--- config.mk ---
export PLATFORM = sky130hd
export DESIGN_NAME = muldiv_ctrl
export DESIGN_NICKNAME = d
export VERILOG_FILES = /design/src/rtl/muldiv_pkg.sv /design/src/rtl/alu.sv /design/src/rtl/muldiv_ctrl.sv
export SDC_FILE = /design/constraint.sdc
export NUM_CORES = 1
export LEC_CHECK = 0
export CORE_ASPECT_RATIO = 0.6
export CORE_MARGIN = 5
export CORE_UTILIZATION = 62
export DETAILED_ROUTE_END_ITERATION = 16
export PLACE_DENSITY = 0.83
export SYNTH_ARGS = -nofsm -noshare
export SYNTH_HDL_FRONTEND = slang
export SYNTH_SLANG_ARGS = --single-unit
export TNS_END_PERCENT = 10
--- constraint.sdc ---
create_clock -name clk -period 7 [get_ports clk]
set_clock_uncertainty 0.2 [all_clocks]
set_input_delay 1.05 -clock clk [delete_from_list [all_inputs] [get_ports clk]]
set_output_delay 1.05 -clock clk [all_outputs]
set_load 0.01 [all_outputs]
--- src/rtl/muldiv_pkg.sv ---
// muldiv_pkg: shared types and constants for the RV32M multi-cycle
// multiply/divide sequencer and its add/sub engine.
//   funct3_e : RV32M funct3 encodings (MUL..REMU)
//   state_e  : sequencer states
//   ALU_*    : ALU Operation encodings understood by alu
//   ITER     : iterations per multiply/divide
package muldiv_pkg;

  typedef enum logic [2:0] {
    F3_MUL    = 3'b000,
    F3_MULH   = 3'b001,
    F3_MULHSU = 3'b010,
    F3_MULHU  = 3'b011,
    F3_DIV    = 3'b100,
    F3_DIVU   = 3'b101,
    F3_REM    = 3'b110,
    F3_REMU   = 3'b111
  } funct3_e;

  typedef enum logic [1:0] {
    S_IDLE,
    S_CALC,
    S_FIXUP,
    S_DONE
  } state_e;

  localparam logic [3:0] ALU_AND = 4'b0000;
  localparam logic [3:0] ALU_OR  = 4'b0001;
  localparam logic [3:0] ALU_ADD = 4'b0010;
  localparam logic [3:0] ALU_XOR = 4'b0011;
  localparam logic [3:0] ALU_SUB = 4'b0110;
  localparam logic [3:0] ALU_SLT = 4'b0111;

  localparam int unsigned ITER = 32;

  // funct3[2] separates the divide group from the multiply group.
  function automatic logic is_div(input logic [2:0] f);
    return f[2];
  endfunction

endpackage

--- src/rtl/alu.sv ---
// alu: single-cycle EX-stage ALU, reused by muldiv_ctrl as its add/sub engine.
//   operation  : ALU Operation code (see muldiv_pkg ALU_*)
//   src_a      : first operand
//   src_b      : second operand
//   alu_result : combinational result
module alu
  import muldiv_pkg::*;
#(
  parameter int DATA_WIDTH    = 32,
  parameter int OPCODE_LENGTH = 4
) (
  input  logic [OPCODE_LENGTH-1:0] operation,
  input  logic [DATA_WIDTH-1:0]    src_a,
  input  logic [DATA_WIDTH-1:0]    src_b,
  output logic [DATA_WIDTH-1:0]    alu_result
);

  always_comb begin
    alu_result = '0;
    case (operation)
      ALU_AND: alu_result = src_a & src_b;
      ALU_OR:  alu_result = src_a | src_b;
      ALU_ADD: alu_result = src_a + src_b;
      ALU_XOR: alu_result = src_a ^ src_b;
      ALU_SUB: alu_result = src_a - src_b;
      ALU_SLT: alu_result = {{(DATA_WIDTH-1){1'b0}}, ($signed(src_a) < $signed(src_b))};
      default: alu_result = '0;
    endcase
  end

endmodule

--- src/rtl/muldiv_ctrl.sv ---
// muldiv_ctrl: multi-cycle RV32M MUL/DIV sequencer living in EX beside the ALU.
// Runs 32 iterations of shift-add multiply or restoring divide through one
// alu instance, then a sign fix-up cycle and a one-cycle done pulse.
//   clk, reset : rising-edge clock, asynchronous active-high reset
//   start_i    : request, accepted only in IDLE and only without flush_i
//   flush_i    : abort any in-flight operation (no done_o, result_o kept)
//   funct3_i   : RV32M funct3 selecting the operation
//   op_a_i     : rs1 value
//   op_b_i     : rs2 value
//   busy_o     : high in CALC, FIXUP and DONE (pipeline stall)
//   done_o     : one-cycle pulse, result_o valid
//   result_o   : registered result, held until the next accepted start
module muldiv_ctrl
  import muldiv_pkg::*;
#(
  parameter int DATA_WIDTH    = 32,
  parameter int OPCODE_LENGTH = 4
) (
  input  logic                  clk,
  input  logic                  reset,
  input  logic                  start_i,
  input  logic                  flush_i,
  input  logic [2:0]            funct3_i,
  input  logic [DATA_WIDTH-1:0] op_a_i,
  input  logic [DATA_WIDTH-1:0] op_b_i,
  output logic                  busy_o,
  output logic                  done_o,
  output logic [DATA_WIDTH-1:0] result_o
);

  state_e                  state, state_n;
  funct3_e                 f3;
  logic                    sa, sb;
  // hi/lo hold {product high, product low} for multiply, {R, Q} for divide.
  logic [DATA_WIDTH-1:0]   hi, lo;
  logic [DATA_WIDTH-1:0]   mb;
  logic [4:0]              count;

  // start decode
  funct3_e                 f3_in;
  logic                    accept;
  logic                    sa_in, sb_in;
  logic [DATA_WIDTH-1:0]   abs_a, abs_b;
  logic                    div_zero, div_ovf, special;
  logic [DATA_WIDTH-1:0]   special_res;

  // iteration datapath
  logic [OPCODE_LENGTH-1:0] alu_op;
  logic [DATA_WIDTH-1:0]   alu_a, alu_y;
  logic [DATA_WIDTH-1:0]   rsh;
  logic                    carry, borrow;
  logic [DATA_WIDTH-1:0]   hsum;
  logic [DATA_WIDTH-1:0]   hi_n, lo_n;

  // fix-up datapath
  logic [2*DATA_WIDTH-1:0] prod, prod_fix;
  logic [DATA_WIDTH-1:0]   quo_fix, rem_fix, fix_res;

  assign f3_in  = funct3_e'(funct3_i);
  assign accept = (state == S_IDLE) && start_i && !flush_i;

  always_comb begin
    sa_in = op_a_i[DATA_WIDTH-1] &
            ((f3_in == F3_MULH) || (f3_in == F3_MULHSU) ||
             (f3_in == F3_DIV)  || (f3_in == F3_REM));
    sb_in = op_b_i[DATA_WIDTH-1] &
            ((f3_in == F3_MULH) || (f3_in == F3_DIV) || (f3_in == F3_REM));
    abs_a = sa_in ? (~op_a_i + 1'b1) : op_a_i;
    abs_b = sb_in ? (~op_b_i + 1'b1) : op_b_i;

    div_zero = is_div(f3_in) && (op_b_i == '0);
    div_ovf  = ((f3_in == F3_DIV) || (f3_in == F3_REM)) &&
               (op_a_i == {1'b1, {(DATA_WIDTH-1){1'b0}}}) && (op_b_i == '1);
    special  = div_zero || div_ovf;

    // funct3[1] selects the remainder variants within the divide group.
    special_res = '0;
    if (div_zero)
      special_res = funct3_i[1] ? op_a_i : '1;
    else if (div_ovf)
      special_res = funct3_i[1] ? '0 : {1'b1, {(DATA_WIDTH-1){1'b0}}};
  end

  // Shared add/sub engine: ADD for multiply accumulation, SUB for the divide trial.
  always_comb begin
    alu_op = ALU_ADD;
    if (state == S_CALC && is_div(f3))
      alu_op = ALU_SUB;
  end

  assign rsh   = {hi[DATA_WIDTH-2:0], lo[DATA_WIDTH-1]};
  assign alu_a = is_div(f3) ? rsh : hi;

  alu #(
    .DATA_WIDTH   (DATA_WIDTH),
    .OPCODE_LENGTH(OPCODE_LENGTH)
  ) u_alu (
    .operation (alu_op),
    .src_a     (alu_a),
    .src_b     (mb),
    .alu_result(alu_y)
  );

  always_comb begin
    // Carry-out of hi+mb wraps below hi; borrow is the 33-bit compare of
    // {hi[31], rsh} against mb - when the shifted-out bit is set the
    // remainder already exceeds any 32-bit divisor.
    carry  = (alu_y < hi);
    borrow = !hi[DATA_WIDTH-1] && (rsh < mb);
    hsum   = lo[0] ? alu_y : hi;
    hi_n   = hi;
    lo_n   = lo;
    if (is_div(f3)) begin
      if (!borrow) begin
        hi_n = alu_y;
        lo_n = {lo[DATA_WIDTH-2:0], 1'b1};
      end else begin
        hi_n = rsh;
        lo_n = {lo[DATA_WIDTH-2:0], 1'b0};
      end
    end else begin
      hi_n = {lo[0] & carry, hsum[DATA_WIDTH-1:1]};
      lo_n = {hsum[0], lo[DATA_WIDTH-1:1]};
    end
  end

  always_comb begin
    prod     = {hi, lo};
    prod_fix = (sa ^ sb) ? (~prod + 1'b1) : prod;
    quo_fix  = (sa ^ sb) ? (~lo + 1'b1) : lo;
    rem_fix  = sa ? (~hi + 1'b1) : hi;
    fix_res  = '0;
    case (f3)
      F3_MUL:                       fix_res = prod_fix[DATA_WIDTH-1:0];
      F3_MULH, F3_MULHSU, F3_MULHU: fix_res = prod_fix[2*DATA_WIDTH-1:DATA_WIDTH];
      F3_DIV, F3_DIVU:              fix_res = quo_fix;
      default:                      fix_res = rem_fix;
    endcase
  end

  always_ff @(posedge clk or posedge reset) begin
    if (reset) state <= S_IDLE;
    else       state <= state_n;
  end

  always_comb begin
    state_n = state;
    case (state)
      S_IDLE:  if (accept) state_n = special ? S_DONE : S_CALC;
      S_CALC:  if (flush_i) state_n = S_IDLE;
               else if (count == 5'(ITER-1)) state_n = S_FIXUP;
      S_FIXUP: state_n = flush_i ? S_IDLE : S_DONE;
      S_DONE:  state_n = S_IDLE;
      default: state_n = S_IDLE;
    endcase
  end

  assign busy_o = (state != S_IDLE);
  // A flush arriving in DONE still suppresses the pulse.
  assign done_o = (state == S_DONE) && !flush_i;

  always_ff @(posedge clk or posedge reset) begin
    if (reset) begin
      f3       <= F3_MUL;
      sa       <= 1'b0;
      sb       <= 1'b0;
      hi       <= '0;
      lo       <= '0;
      mb       <= '0;
      count    <= '0;
      result_o <= '0;
    end else begin
      if (accept) begin
        f3    <= f3_in;
        sa    <= sa_in;
        sb    <= sb_in;
        hi    <= '0;
        lo    <= abs_a;
        mb    <= abs_b;
        count <= '0;
        if (special)
          result_o <= special_res;
      end else if (state == S_CALC && !flush_i) begin
        hi    <= hi_n;
        lo    <= lo_n;
        count <= count + 5'd1;
      end else if (state == S_FIXUP && !flush_i) begin
        result_o <= fix_res;
      end
    end
  end

endmodule

==> flow_summary.ini <==
[outcome]
status = complete, no violations

[critical_path]
crit_path_end_kind = register
worstPathRequired_ns = 7.17
cp_slowest_cell = or4_1
arrival_ns = 6.82
critPathKind = register to register
cpLargestDelayFamily = compound AO/OA/AOI/OAI gates
critical_path_buf_inv_count = 1
critPathMaxFanout = 7
cp_common_cell = a21o_1
startpoint_type = register
cp_cell_sequence = or4_1 > nand4b_1 > or4_4 > or3_1 > o21ai_0 > xnor2_1 > ha_1 > a21o_1 > a2111oi_0 > o211ai_1 > a21oi_1 > a21oi_1 > xnor2_1 > inv_1 > ha_1 > a21o_1 > a21o_1 > a2111oi_1 > nor3b_1 > a221oi_1 > o21ai_0
slowest_delay_ns = 0.66

[drt]
avgRoutedWirePerCell_um = 23.0
drc = 0
ant_nets = 0
vias = 16500
dr.first_iter.drc_count = 2612
vias_per_cell = 6.91
postRouteWirelength_mm = 54.7
dr.pass1.iters = 7

[cts]
cts-root-buf = clkbuf_16
cts_sinks = 140
clockBufferDepth = 2
clkSlewWorstSetupHoldPaths_ns = 0.07
tritoncts = done
insertion_delay_ns = 0.46
cts_buffers = 17
cts_max_level = 4
hold_buffers = 0

[timing]
drv_slew = 0
rsz0062_at_grt = false
tns_ns = 0
fin_crit_ns = 6.65
hold_ws_ns = 0.279
hold_viol = 0
slew_headroom_pct = 13.2
worst_pin_slew_ns = 1.29
setup_viol_count_final = 0
post-route-period-util_pct = 95.0
fmax_mhz = 150

[floorplan]
num_rows = 44
die_y_um = 131
die_w_um = 212
die_area_um2 = 27900
ioPinCount = 105
start_util_pct = 63.1
core-area_um2 = 24200

[yosys]
synth_nets = 2209
synthDistinctLibCells = 81
ys_seq_elements = 140
synthTopCellsByArea = dfrtp_1 23%, ha_1 8.4%, xnor2_1 7.6%, o21ai_0 7.5%, nand2_1 5.7%
synth_area_um2 = 15200
synth_top_area_share_pct = 23.0
synth_edf_count = 0
ys.flop_type = dfrtp_1
ys_warn_count = 0
synthArstFlopShare_pct = 100
syn_avg_cell_area_um2 = 7.49
ys_seq_area_share_pct = 23.0
yosysTopAreaCell = dfrtp_1
netlist_instances = 2035

[finish]
final_util_pct = 70.7
n_antenna_cell = 0
area_delta_synth_final_pct = 12.2
fin_area_um2 = 17100
drive_gt1_share_pct = 5.15
nFillCells = 1986
finalNetCount = 2220

[grt]
grt_max_degree = 78
grt.total_usage_pct = 38.0
grt_pass1_vias = 15000
grt_overflow = 0
antenna_found_initial = 0
grt_pass1_wl_mm = 84.9

[power]
ir_worst_vdd_v = 0.000221
p_leak_nw = 6.94
powerDensity_nw_per_um2 = 388

[place]
gp_congestion = 1.05
io_buffers = 104
place_area_um2 = 16400
dp_hpwl_mm = 41.9

[worst_hold_path]
hold_path.class = register to register

[job]
maxCapViolations = 0
==> final timing paths <==
| check | from | end | slack [ns] | depth (start not counted) |
|---|---|---|---|---|
| worst max-delay path | mb[10]$_DFFE_PP0P_ | hi[31]$_DFFE_PP0P_ | 0.35 | 21 |
| worst min-delay path | result_o[12]$_DFFE_PP0P_ | result_o[12]$_DFFE_PP0P_ | 0.28 | 1 |
| worst max register to register | mb[10]$_DFFE_PP0P_ | hi[31]$_DFFE_PP0P_ | 0.35 | 21 |
| worst min register to register | result_o[12]$_DFFE_PP0P_ | result_o[12]$_DFFE_PP0P_ | 0.28 | 1 |
| max in group asynchronous | reset | state[0]$_DFFE_PP0P_ | 4.40 | 3 |
| min in group asynchronous | reset | lo[22]$_DFFE_PP0P_ | 0.88 | 2 |
==> kinds of logic (layout without fill, tap and decap cells) <==
family                   after synthesis  count (layout)  synth area share, %
AO/OA/AOI/OAI                        679             679                 28.1
AND/OR/NAND/NOR                      620             620                 19.2
buffers and inverters                240             264                 6.12
XOR/XNOR                             186             186                 10.7
flip-flops                           140             140                 23.0
adder cells (fa/ha/maj)              103             103                 8.50
multiplexers                          67              67                 4.42
==> layer usage <==
metal  global-route usage, %  share of wire (%)  up-vias
li1                        -                  -     7438
met1                    58.5                 43     7822
met2                    51.2                 40     1074
met3                    11.6                 14      117
met4                    10.2                2.5        0
met5                       0                  0        -
==> what timing repair did <==
action / in CTS / in global routing
setup buffers: 0 / 0
gates resized for setup: 0 / 2
setup endpoints to repair: 0 / 1
==> final cells by class <==
class | count | area, um2 | share of cell area [%]
multi-input combinational | 1655 | 10900 | 63.5
sequential | 140 | 3510 | 20.5
timing repair buffer | 138 | 1300 | 7.58
clock buffer | 20 | 467 | 2.73
tap | 322 | 403 | 2.36
inverter | 94 | 358 | 2.09
clock inverter | 12 | 210 | 1.23
==> cell usage after synthesis, types with 25 or more instances <==
| cell type | n |
|---|---|
| nand2_1 | 233 |
| o21ai_0 | 228 |
| a21oi_1 | 156 |
| nor2_1 | 147 |
| dfrtp_1 | 140 |
| xnor2_1 | 133 |
| clkbuf_1 | 121 |
| ha_1 | 102 |
| inv_1 | 90 |
| mux2i_1 | 64 |
| xor2_1 | 53 |
| o211ai_1 | 47 |
| nand3_1 | 40 |
| nor3_1 | 37 |
| nand4_1 | 31 |
| a21o_1 | 30 |
| o31ai_1 | 27 |
| nor4_1 | 25 |
==> where the power goes <==
group	internal (mW)	total [mW]	switching, mW
clock network	0.665	1.08	0.410
registers	0.967	1.37	0.402
logic	1.64	4.20	2.56
==> placed cells by master, fill, tap and decap left out, types with 17 or more instances in the layout <==
cell type        count
buf_4               34
clkbuf_16           17
nand4_1             31
a22o_1              17
nor4_1              25
nor2_1             145
nand2b_1            18
clkdlybuf4s50_1    104
nand2_1            233
o31ai_1             27
a21o_1              30
inv_1               89
o21ai_0            228
xor2_1              52
o211ai_1            47
nor3_1              37
dfrtp_1            139
a211oi_1            23
a21oi_1            155
o41ai_1             17
xnor2_1            132
nand3_1             40
ha_1               102
mux2i_1             64
==> registers in the layout, summed over array words and instances, names as in the netlist <==
register	flops
hi	32
sa	1
sb	1
count	5
f3	3
lo	32
result_o	32
mb	32
state	2
==> stage by stage <==
step                setup WS, ns  instances  power (mW)
floorplan                   1.24       2035        4.26
global placement           0.697       2349        5.28
detailed placement         0.455       2349        5.37
CTS                        0.395       2381        6.46
global route              0.0599       2381        7.06
finish                     0.348       2381        6.64
Note: power is estimated with default switching activity, not from simulation.
